<file path="src/rtl/multiplexor_4to1.sv">
// Four-way word multiplexer with a registered output stage, valid flag and
// a pulse that marks a change of the accepted select code.
module multiplexor_4to1 #(
  parameter int WIDTH = 32
) (
  input  logic             Clk,
  input  logic             Rst,
  input  logic [0:WIDTH-1] In1,
  input  logic [0:WIDTH-1] In2,
  input  logic [0:WIDTH-1] In3,
  input  logic [0:WIDTH-1] In4,
  input  logic [1:0]       Sel,
  input  logic             In_valid,
  input  logic             Hold,
  output logic [0:WIDTH-1] Out,
  output logic             Out_valid,
  output logic [1:0]       Sel_out,
  output logic             Sel_changed
);

  logic [0:WIDTH-1] selWord;
  logic [1:0]       lastSel;

  always_comb begin
    selWord = In1;
    unique case (Sel)
      2'd0: selWord = In1;
      2'd1: selWord = In2;
      2'd2: selWord = In3;
      2'd3: selWord = In4;
    endcase
  end

  // Rst beats Hold, Hold beats In_valid; lastSel only moves on an accept
  always_ff @(posedge Clk) begin
    if (Rst) begin
      Out         <= '0;
      Out_valid   <= 1'b0;
      Sel_out     <= 2'd0;
      Sel_changed <= 1'b0;
      lastSel     <= 2'd0;
    end else if (Hold) begin
      Sel_changed <= 1'b0;
    end else if (In_valid) begin
      Out         <= selWord;
      Out_valid   <= 1'b1;
      Sel_out     <= Sel;
      Sel_changed <= (Sel != lastSel);
      lastSel     <= Sel;
    end else begin
      Out_valid   <= 1'b0;
      Sel_changed <= 1'b0;
    end
  end

endmodule

</file>
<file path="config.mk">
export PLATFORM = sky130hd
export DESIGN_NAME = multiplexor_4to1
export DESIGN_NICKNAME = d
export VERILOG_FILES = /design/src/rtl/multiplexor_4to1.sv
export SDC_FILE = /design/constraint.sdc
export NUM_CORES = 1
export LEC_CHECK = 0
export CAP_MARGIN = 20
export CORE_MARGIN = 1
export CORE_UTILIZATION = 36
export CTS_BUF_LIST = sky130_fd_sc_hd__clkbuf_2 sky130_fd_sc_hd__clkbuf_4 sky130_fd_sc_hd__clkbuf_8
export CTS_CLUSTER_DIAMETER = 50
export DETAILED_ROUTE_END_ITERATION = 12
export GPL_TIMING_DRIVEN = 0
export PLACE_DENSITY = 0.92
export SLEW_MARGIN = 40
export SYNTH_ARGS = -nofsm -noshare
export SYNTH_HDL_FRONTEND = slang
export SYNTH_SLANG_ARGS = --single-unit
</file>
<file path="constraint.sdc">
create_clock -name Clk -period 3.6 [get_ports Clk]
set_input_delay 0.36 -clock Clk [delete_from_list [all_inputs] [get_ports Clk]]
set_output_delay 0.36 -clock Clk [all_outputs]
set_load 0.02 [all_outputs]
</file>
# Word level (Yosys, flattened, before mapping)
# Index checks and enable logic that the tools add are counted.
dict set report totals {
  ff_bits 36
  in_bits 134
  out_inout_bits 36
}
dict set report classes {
  n_eq_ne 4
  muxes 2
  bitwise_logic 2
  reduce_logical 3
}
# operator n
set op_table {}
lappend op_table {{one-hot mux 32 bit (4 select lines)} 1}
lappend op_table {{equality test 2 bit (second input constant)} 2}
lappend op_table {{OR reduction 3 bit} 1}
lappend op_table {{equality test 2 x 1 -> 1 bit (second input constant)} 1}
lappend op_table {{zero test 2 bit} 1}
lappend op_table {{!= test 2 bit} 1}
lappend op_table {{inverter 1 bit} 2}
lappend op_table {{AND reduction 2 bit} 1}
lappend op_table {{two-way mux 1 bit} 1}

# Depth between registers and ports, before layout
# Gate-level depths: netlist of run 1.
dict set report depth {
  depth_word 2
  ltp_mapped 6
  ltp_nobuf 3
}

# Worst setup path before layout of run 1
# Ideal clock, no wire load.
dict set report synth_timing {
  path_kind {input -> register}
  startpoint {in Sel[0]}
  endpoint {reg Out[18] in the netlist's numbering}
  setup_ns 0.114
  arrival_ns 1.364
  required_time_ns 3.486
  setup_slack_ns 2.122
  cell_stages 5
  cell_sequence {buf_2 -> clkbuf_1 -> mux2i_1 -> o22ai_1 -> a21o_1}
}
dict set report synth_via {
  elab_chain_cells 2
}
# item line_no
set synth_lines {}
lappend synth_lines {{from (decl)} 12} ;# input logic [1:0] Sel,
lappend synth_lines {{equality test 2 bit (tied with other cells)} 26} ;# unique case (Sel)
lappend synth_lines {{one-hot mux 32 bit (4 select lines) *} 26}
lappend synth_lines {{to (signal assigned)} 45} ;# Out <= selWord;
lappend synth_lines {{to (decl)} 15} ;# output logic [0:WIDTH-1] Out,
# Every way passes the cells marked *; elsewhere a longest branch is shown, timed or not.
# A chain may end at the register's enable or synchronous reset.

==> results of run 1 <==
==> power groups by stage <==
stage	sequential, W	combinational (W)	clock, W
after floorplan	0.000473	0.000105	0
after global placement	0.000443	0.000344	0
after detailed placement	0.000444	0.000350	0
after CTS	0.000435	0.000351	0.000261
after global routing	0.000438	0.000372	0.000279
final	0.000435	0.000349	0.000253
==> final cells by class <==
cell class / instances / share of cell area
Sequential cell: 36 / 0.187
Clock buffer: 5 / 0.0179
Buffer: 19 / 0.0273
Timing Repair Buffer: 168 / 0.437
Multi-Input combinational cell: 143 / 0.307
Tap cell: 70 / 0.0228
==> Yosys cell counts <==
| cell | number |
|---|---|
| sky130_fd_sc_hd__o22ai_1 | 31 |
| sky130_fd_sc_hd__clkbuf_1 | 9 |
| sky130_fd_sc_hd__nor2_1 | 7 |
| sky130_fd_sc_hd__buf_4 | 1 |
| sky130_fd_sc_hd__mux2i_1 | 66 |
| sky130_fd_sc_hd__nand4bb_1 | 1 |
| sky130_fd_sc_hd__a21o_1 | 31 |
| sky130_fd_sc_hd__or4b_1 | 1 |
| sky130_fd_sc_hd__buf_2 | 6 |
| sky130_fd_sc_hd__nor3b_1 | 1 |
| sky130_fd_sc_hd__a21oi_1 | 1 |
| sky130_fd_sc_hd__a211o_1 | 1 |
| sky130_fd_sc_hd__nor2b_1 | 1 |
| sky130_fd_sc_hd__buf_6 | 3 |
| sky130_fd_sc_hd__dfxtp_1 | 36 |
| sky130_fd_sc_hd__xor2_1 | 2 |
==> critical path, stage by stage <==
cell and delay, ps:
sky130_fd_sc_hd__clkdlybuf4s50_1 590, sky130_fd_sc_hd__nand4bb_1 160, sky130_fd_sc_hd__clkbuf_1 220, sky130_fd_sc_hd__clkbuf_1 430, sky130_fd_sc_hd__o22ai_1 140, sky130_fd_sc_hd__a21o_1 180
==> state kept, by name (all words and copies together), names as in the netlist <==
signal / count
Out: 32
Sel_changed: 1
lastSel: 2
Out_valid: 1
==> path summary, 6_finish.rpt <==
kind	from	endpoint	slack, ps	cells after the start
worst max register to register	lastSel[0]	Sel_changed	2790	3
worst min register to register	Out[7]	Out[7]	450	1
worst max-delay path	Rst	Out[23]	1700	6
worst min-delay path	Out[7]	Out[7]	450	1
==> through the flow <==
stage	worst slack, ps	hold WS, ps	power (W)	instance area, sq um
after floorplan	2120	432	0.000578	2010
after CTS	1700	453	0.00105	3840
final	1700	448	0.00104	3840
after global placement	1420	432	0.000787	3770
after detailed placement	1400	438	0.000794	3770
after global routing	1570	472	0.00109	3840
==> logic make-up (layout without fill, tap and decap cells) <==
kind of cell,Yosys count,after routing,share of synthesized area
AO/OA/AOI/OAI,64,64,0.220
XOR/XNOR,2,2,0.00874
buffers and inverters,19,192,0.0524
flip-flops,36,36,0.359
multiplexers,66,66,0.329
AND/OR/NAND/NOR,11,11,0.0306
==> routing by layer <==
layer / part of all wire / wire length [um] / vias to the layer above / GRT usage
li1: - / - / 1098 / -
met1: 0.39 / 2600 / 1032 / 0.244
met2: 0.51 / 3450 / 109 / 0.446
met3: 0.089 / 598 / 6 / 0.0778
met4: 0.011 / 73 / 0 / 0.0673
met5: 0 / 0 / - / 0
==> results summary, run 1 <==
Before antenna repair, the detailed router went through 4 iterations. The global route total overflow came out at 0. The library cell used most frequently in the layout, excluding fill and tap cells, is sky130_fd_sc_hd__clkdlybuf4s50_1. The total area of sequential cells is 721 sq um. For the pin with the worst max-slew slack, the measured transition is 764 ps. The HPWL after detailed placement is 5460 um. The design internal power came out at 0.000772 W. Yosys attributes the largest share of cell area to sky130_fd_sc_hd__dfxtp_1 (36%), sky130_fd_sc_hd__mux2i_1 (33%), sky130_fd_sc_hd__a21o_1 (12%). Once layout is complete, the cells apart from fillers number 441. The synthesized cell area came out at 2010 sq um. The insertion delay to the later sink of the worst-skew pair is 270 ps. TritonCTS built the clock tree. Counting the fill cells in the layout gives 428. The number of H-tree levels is 2. The largest fanout on the critical path came out at 10.

The synthesized netlist contains 16 unique library cells. Leaving out fill and tap cells, the most frequent cells in the layout are sky130_fd_sc_hd__clkdlybuf4s50_1 (168), sky130_fd_sc_hd__mux2i_1 (66), sky130_fd_sc_hd__dfxtp_1 (36). In the final layout, the multi-input gates occupy 1180 sq um. Setup repair after global routing left no endpoint under its margin. The run finished with clean final reports. The region available for standard cell placement spans 5240 sq um. For this run, the top clock speed supported by timing is 0.526 GHz. Of the post-synthesis cell area, the dominant cell type holds 0.359.

The setup clock skew after layout came out at 0.195 ps. The layout cell share with drive strength beyond 1 is 0.0404. The number of hold buffers added after CTS was 0.

In the final routed layout, each cell accounts on average for 15.2 um. The chip width came out at 76.6 um. For this run, the number of Yosys warnings is 0.

The type of destination of the critical path is a flip-flop. After synthesis the netlist holds a flip-flop and latch count of 36. The leakage dissipation is 1.82 nW. The global-route wire length before repair is 10900 um. The clock transition at the registers of the reported paths came out at 70 ps. The critical path arrival is 2080 ps. Once layout is complete, the utilization of the core stands at 0.734. The remaining number of nets flagged by the antenna check after routing came out at 0. The largest net degree at the start of global routing came out at 11. Of the total power, the share spent switching nets is 0.256. The number of antenna violations at the first check in global routing is 0. The root buffer cell chosen for the clock tree is sky130_fd_sc_hd__clkbuf_8. The portion of total power attributed to the clock network is 0.244. The total of max-cap violations came out at 0. The number of buffers on the longest clock path came out at 2. In this run the worst hold path is classified as flip-flop to flip-flop.

The post-layout minimum cycle time came out at 1900 ps. The synthesized area divided by synthesized cell count came out at 10.1 sq um. From bottom edge to top edge, the die measures 76.6 um.

The total power divided by cell area is 270 nW/um^2. The number of buffers created by CTS is 5. The routed via count divided by cell count is 5.09.

The number of global-route vias before repair came out at 2310. The overall global routing resource usage came out at 0.235. Of the total power, combinational logic draws 0.337.

The count of endpoints failing hold in the final timing report is 0. The starting density of the core came out at 0.383. The worst relative slew slack came out at 0.491. The number of clock sinks is 36. The count of buffers added by post-CTS timing repair for setup is 0. The net switching power of the design is 0.000265 W. The total die area came out at 5870 sq um.

The type of the worst setup path is input pin to flip-flop. The number of instances in the synthesized netlist came out at 198. The first routing iteration left 34 violations. The routed layout has 2245 vias. The proportion of synthesized chip area in sequential cells came out at 0.359. The growth of design area from synthesis to finish is 91.6%.

Buffers placed on the I/O ports in this run total 168. In the final design database the tool counted 507 nets. The total of cells resized after clock tree synthesis is 0.

The final routed DRC violation total came out at 0. In this run, placement finished with an instance count of 436. The worst setup path is launched from an input pin. Counting every net in the synthesized netlist gives 332. After floorplanning, the core was divided into 26 placement rows. Across the VDD grid, the largest voltage drop is 167 uV. The number of antenna repair diodes is 0.

The routability congestion estimate from global placement came out at 0.759. The share of total power dissipated in sequential elements is 0.420. The final layout contains routed wiring with a total length of 6730 um. The post-route setup TNS is 0 ps.

The period utilization came out at 0.529. The number of pins exceeding their max-slew limit in the final report is 0. Pin placement for this block handled 170 I/O pins. The worst path required time came out at 3770 ps. Setup violations remaining at the end of the flow were counted as 0. sky130_fd_sc_hd__dfxtp_1 takes more of the synthesized area than any other cell.
Note: power is estimated with default switching activity, not from simulation.
==> run 2: changes to the inputs <==
--- a/config.mk
+++ b/config.mk
@@ -7,12 +7,12 @@
 export LEC_CHECK = 0
 export CAP_MARGIN = 20
 export CORE_MARGIN = 1
-export CORE_UTILIZATION = 36
+export CORE_UTILIZATION = 33
 export CTS_BUF_LIST = sky130_fd_sc_hd__clkbuf_2 sky130_fd_sc_hd__clkbuf_4 sky130_fd_sc_hd__clkbuf_8
 export CTS_CLUSTER_DIAMETER = 50
 export DETAILED_ROUTE_END_ITERATION = 12
 export GPL_TIMING_DRIVEN = 0
-export PLACE_DENSITY = 0.92
+export PLACE_DENSITY = 0.86
 export SLEW_MARGIN = 40
 export SYNTH_ARGS = -nofsm -noshare
 export SYNTH_HDL_FRONTEND = slang
==> constraint.sdc (replaced) <==
create_clock -name Clk -period 1.87 [get_ports Clk]
set_input_delay 0.187 -clock Clk [delete_from_list [all_inputs] [get_ports Clk]]
set_output_delay 0.187 -clock Clk [all_outputs]
set_load 0.02 [all_outputs]
==> run 2 against run 1 <==
Net effect: power rose by 110%; critical path depth did not move; flip-flop and latch count did not move; critical endpoint is now Out[12]; largest power group unchanged.
==> results summary, run 2 (synthesis gave the netlist of run 1 again) <==
The number of detailed-route iterations in the first pass is 4 (unchanged). The type of destination of the critical path is a flip-flop (unchanged). The routability congestion estimate from global placement came out at 0.708 (was 0.759). The total of max-cap violations is 0 (unchanged). The growth of design area from synthesis to finish is 94.2% (was 91.6%). Counting I/O delays and the setup requirement, the final critical path takes 1760 ps.

The global route total overflow is 0 (unchanged). Static timing analysis puts the maximum clock frequency at 0.568 GHz. The clock root buffer is sky130_fd_sc_hd__clkbuf_8 (unchanged). The overall global routing resource usage came out at 0.216 (was 0.235). The final cell area excluding filler cells is 3890 sq um (was 3840 sq um). The routed via count divided by cell count was 4.99 (was 5.09).

The area of placed instances is 3780 sq um (was 3770 sq um). The period utilization is 0.941. The most common cell after layout, fill and taps aside is sky130_fd_sc_hd__clkdlybuf4s50_1 (unchanged). The path category of the worst min-delay check is flip-flop to flip-flop (unchanged). The remaining number of nets flagged by the antenna check after routing is 0 (unchanged). The number of pins exceeding their max-slew limit in the final report is 0 (unchanged). The most flop-heavy register is Out (unchanged). The number of buffers on the longest clock path is 2 (unchanged). The setup clock skew after layout is 0.396 ps (was 0.195 ps).

The total via count in the routed design came out at 2241 (was 2245). The number of antenna repair diodes was 0 (unchanged). The placeable core area is 5890 sq um (was 5240 sq um). The chip width came out at 80.0 um (was 76.6 um). The cell count after placement is 441 (was 436).

The HPWL after detailed placement is 5500 um (was 5460 um). The average wire length per cell after detail routing came out at 15.6 um (was 15.2 um). The clock transition at the registers of the reported paths is 80 ps (was 70 ps). The final routed DRC violation total came out at 0 (unchanged).

The largest fanout on the critical path was 10 (unchanged). The die boundary height was 80.0 um (was 76.6 um). The post-route setup TNS came out at 0 ps (unchanged). Result of the run: completed (unchanged). The type of the worst setup path is input pin to flip-flop (unchanged). The layout cell share with drive strength beyond 1 is 0.0535 (was 0.0404). The actual transition at the worst max-transition pin came out at 785 ps (was 764 ps).

RSZ-0062 raised after global routing: no (unchanged). The largest net degree at the start of global routing came out at 12 (was 11). The clock tree from TritonCTS is yes (unchanged). The number of flip-flops under the largest register name came out at 32 (unchanged).

The global-route wire length before repair was 10600 um (was 10900 um). The DRC marker count from the first detailed-route iteration is 40 (was 34). The number of standard cells in the layout, taps in and fillers out is 449 (was 441). The utilization after layout is 0.662 (was 0.734). The count of endpoints failing hold in the final timing report came out at 0 (unchanged). The post-cts hold buffer count is 0 (unchanged). The floorplan row count is 28 (was 26). Largest registers: Out: 32 flops, lastSel: 2 flops (unchanged).

The number of port buffers came to 168 (unchanged). The worst path required time came out at 2050 ps (was 3770 ps). The leakage dissipation was 1.85 nW (was 1.82 nW). The post-detailed-routing wire length is 6990 um (was 6730 um). The number of H-tree levels was 2 (unchanged). Leading cell types in the layout, fill and taps excluded: sky130_fd_sc_hd__clkdlybuf4s50_1 (168), sky130_fd_sc_hd__mux2i_1 (66), sky130_fd_sc_hd__dfxtp_1 (36) (unchanged).

The largest voltage drop on the vdd net is 411 uV (was 167 uV). The number of buffers created by CTS came out at 5 (unchanged). The count of nets after finishing is 507 (unchanged). The total die area came out at 6390 sq um (was 5870 sq um). The I/O pin count is 170 (unchanged).

The total power divided by cell area came out at 564 nW/um^2 (was 270 nW/um^2). The number of setup violations in the final report is 0 (unchanged). The number of antenna violations at the first check in global routing was 0 (unchanged). The starting density of the core was 0.341 (was 0.383). The critical path arrival came out at 1940 ps (was 2080 ps). The worst relative slew slack is 0.476 (was 0.491). The insertion delay to the later sink of the worst-skew pair is 280 ps (was 270 ps).

The category of the worst setup path launch point was an input pin (unchanged). The number of clock sinks came to 36 (unchanged). The number of global-route vias before repair was 2328 (was 2310).
-- run 2: cell types whose count changed in the layout (fill, tap and decap cells not counted) --
| cell | previous run | this run |
|---|---|---|
| sky130_fd_sc_hd__clkbuf_1 | 9 | 7 |
| sky130_fd_sc_hd__clkbuf_2 | 0 | 2 |
| sky130_fd_sc_hd__bufinv_16 | 0 | 1 |
| sky130_fd_sc_hd__clkbuf_4 | 0 | 1 |
| sky130_fd_sc_hd__clkinv_2 | 0 | 1 |
-- run 2: worst max-delay path, cell delays in order --
cell                              delay [ps]
sky130_fd_sc_hd__clkdlybuf4s50_1         590
sky130_fd_sc_hd__nand4bb_1               160
sky130_fd_sc_hd__clkbuf_1                210
sky130_fd_sc_hd__clkbuf_1                440
sky130_fd_sc_hd__o22ai_1                 170
sky130_fd_sc_hd__a21o_1                  180
-- run 2: final timing paths --
check / from / to / cells after the start / slack (ps)
worst max-delay path: Rst / Out[12] / 6 / 110
worst max register to register: lastSel[1] / Sel_changed / 3 / 1050
worst min register to register: Out[1] / Out[1] / 1 / 450
worst min-delay path: Out[1] / Out[1] / 1 / 450
-- run 2: layer usage --
metal | up-vias | wire length (um) | track usage
met2 | 95 | 3670 | 0.431
li1 | 1092 | - | -
met1 | 1048 | 2580 | 0.205
met3 | 6 | 662 | 0.0697
met4 | 0 | 78 | 0.0661
met5 | - | 0 | 0
-- run 2: metrics by stage --
stage	setup slack, ps	power (W)	hold WS, ps
final	110	0.00220	452
after global routing	8.98	0.00230	478
after CTS	93.7	0.00221	455
after detailed placement	-220	0.00153	438
after global placement	-221	0.00152	432
after floorplan	565	0.00111	259
-- run 2: what timing repair did --
item                                    in CTS  in global routing
endpoints found under the hold margin        0                  0
gates resized for setup                      0                  4
endpoints found under the setup margin       0                 11
buffers inserted                             0                  0
-- run 2: cell type report --
| type | instances | area [sq um] |
|---|---|---|
| Buffer | 19 | 108 |
| Clock buffer | 6 | 76.3 |
| Clock inverter | 2 | 35.0 |
| Fill cell | 534 | 1990 |
| Multi-Input combinational cell | 143 | 1180 |
| Sequential cell | 36 | 721 |
| Tap cell | 75 | 93.8 |
| Timing Repair Buffer | 168 | 1680 |
-- run 2: power breakdown --
group	switching, W	internal (W)	leakage [nW]	total, W
combinational	0.000243	0.000433	1.50	0.000676
sequential	0.0000235	0.000813	0.295	0.000837
clock	0.000275	0.000410	0.0586	0.000685
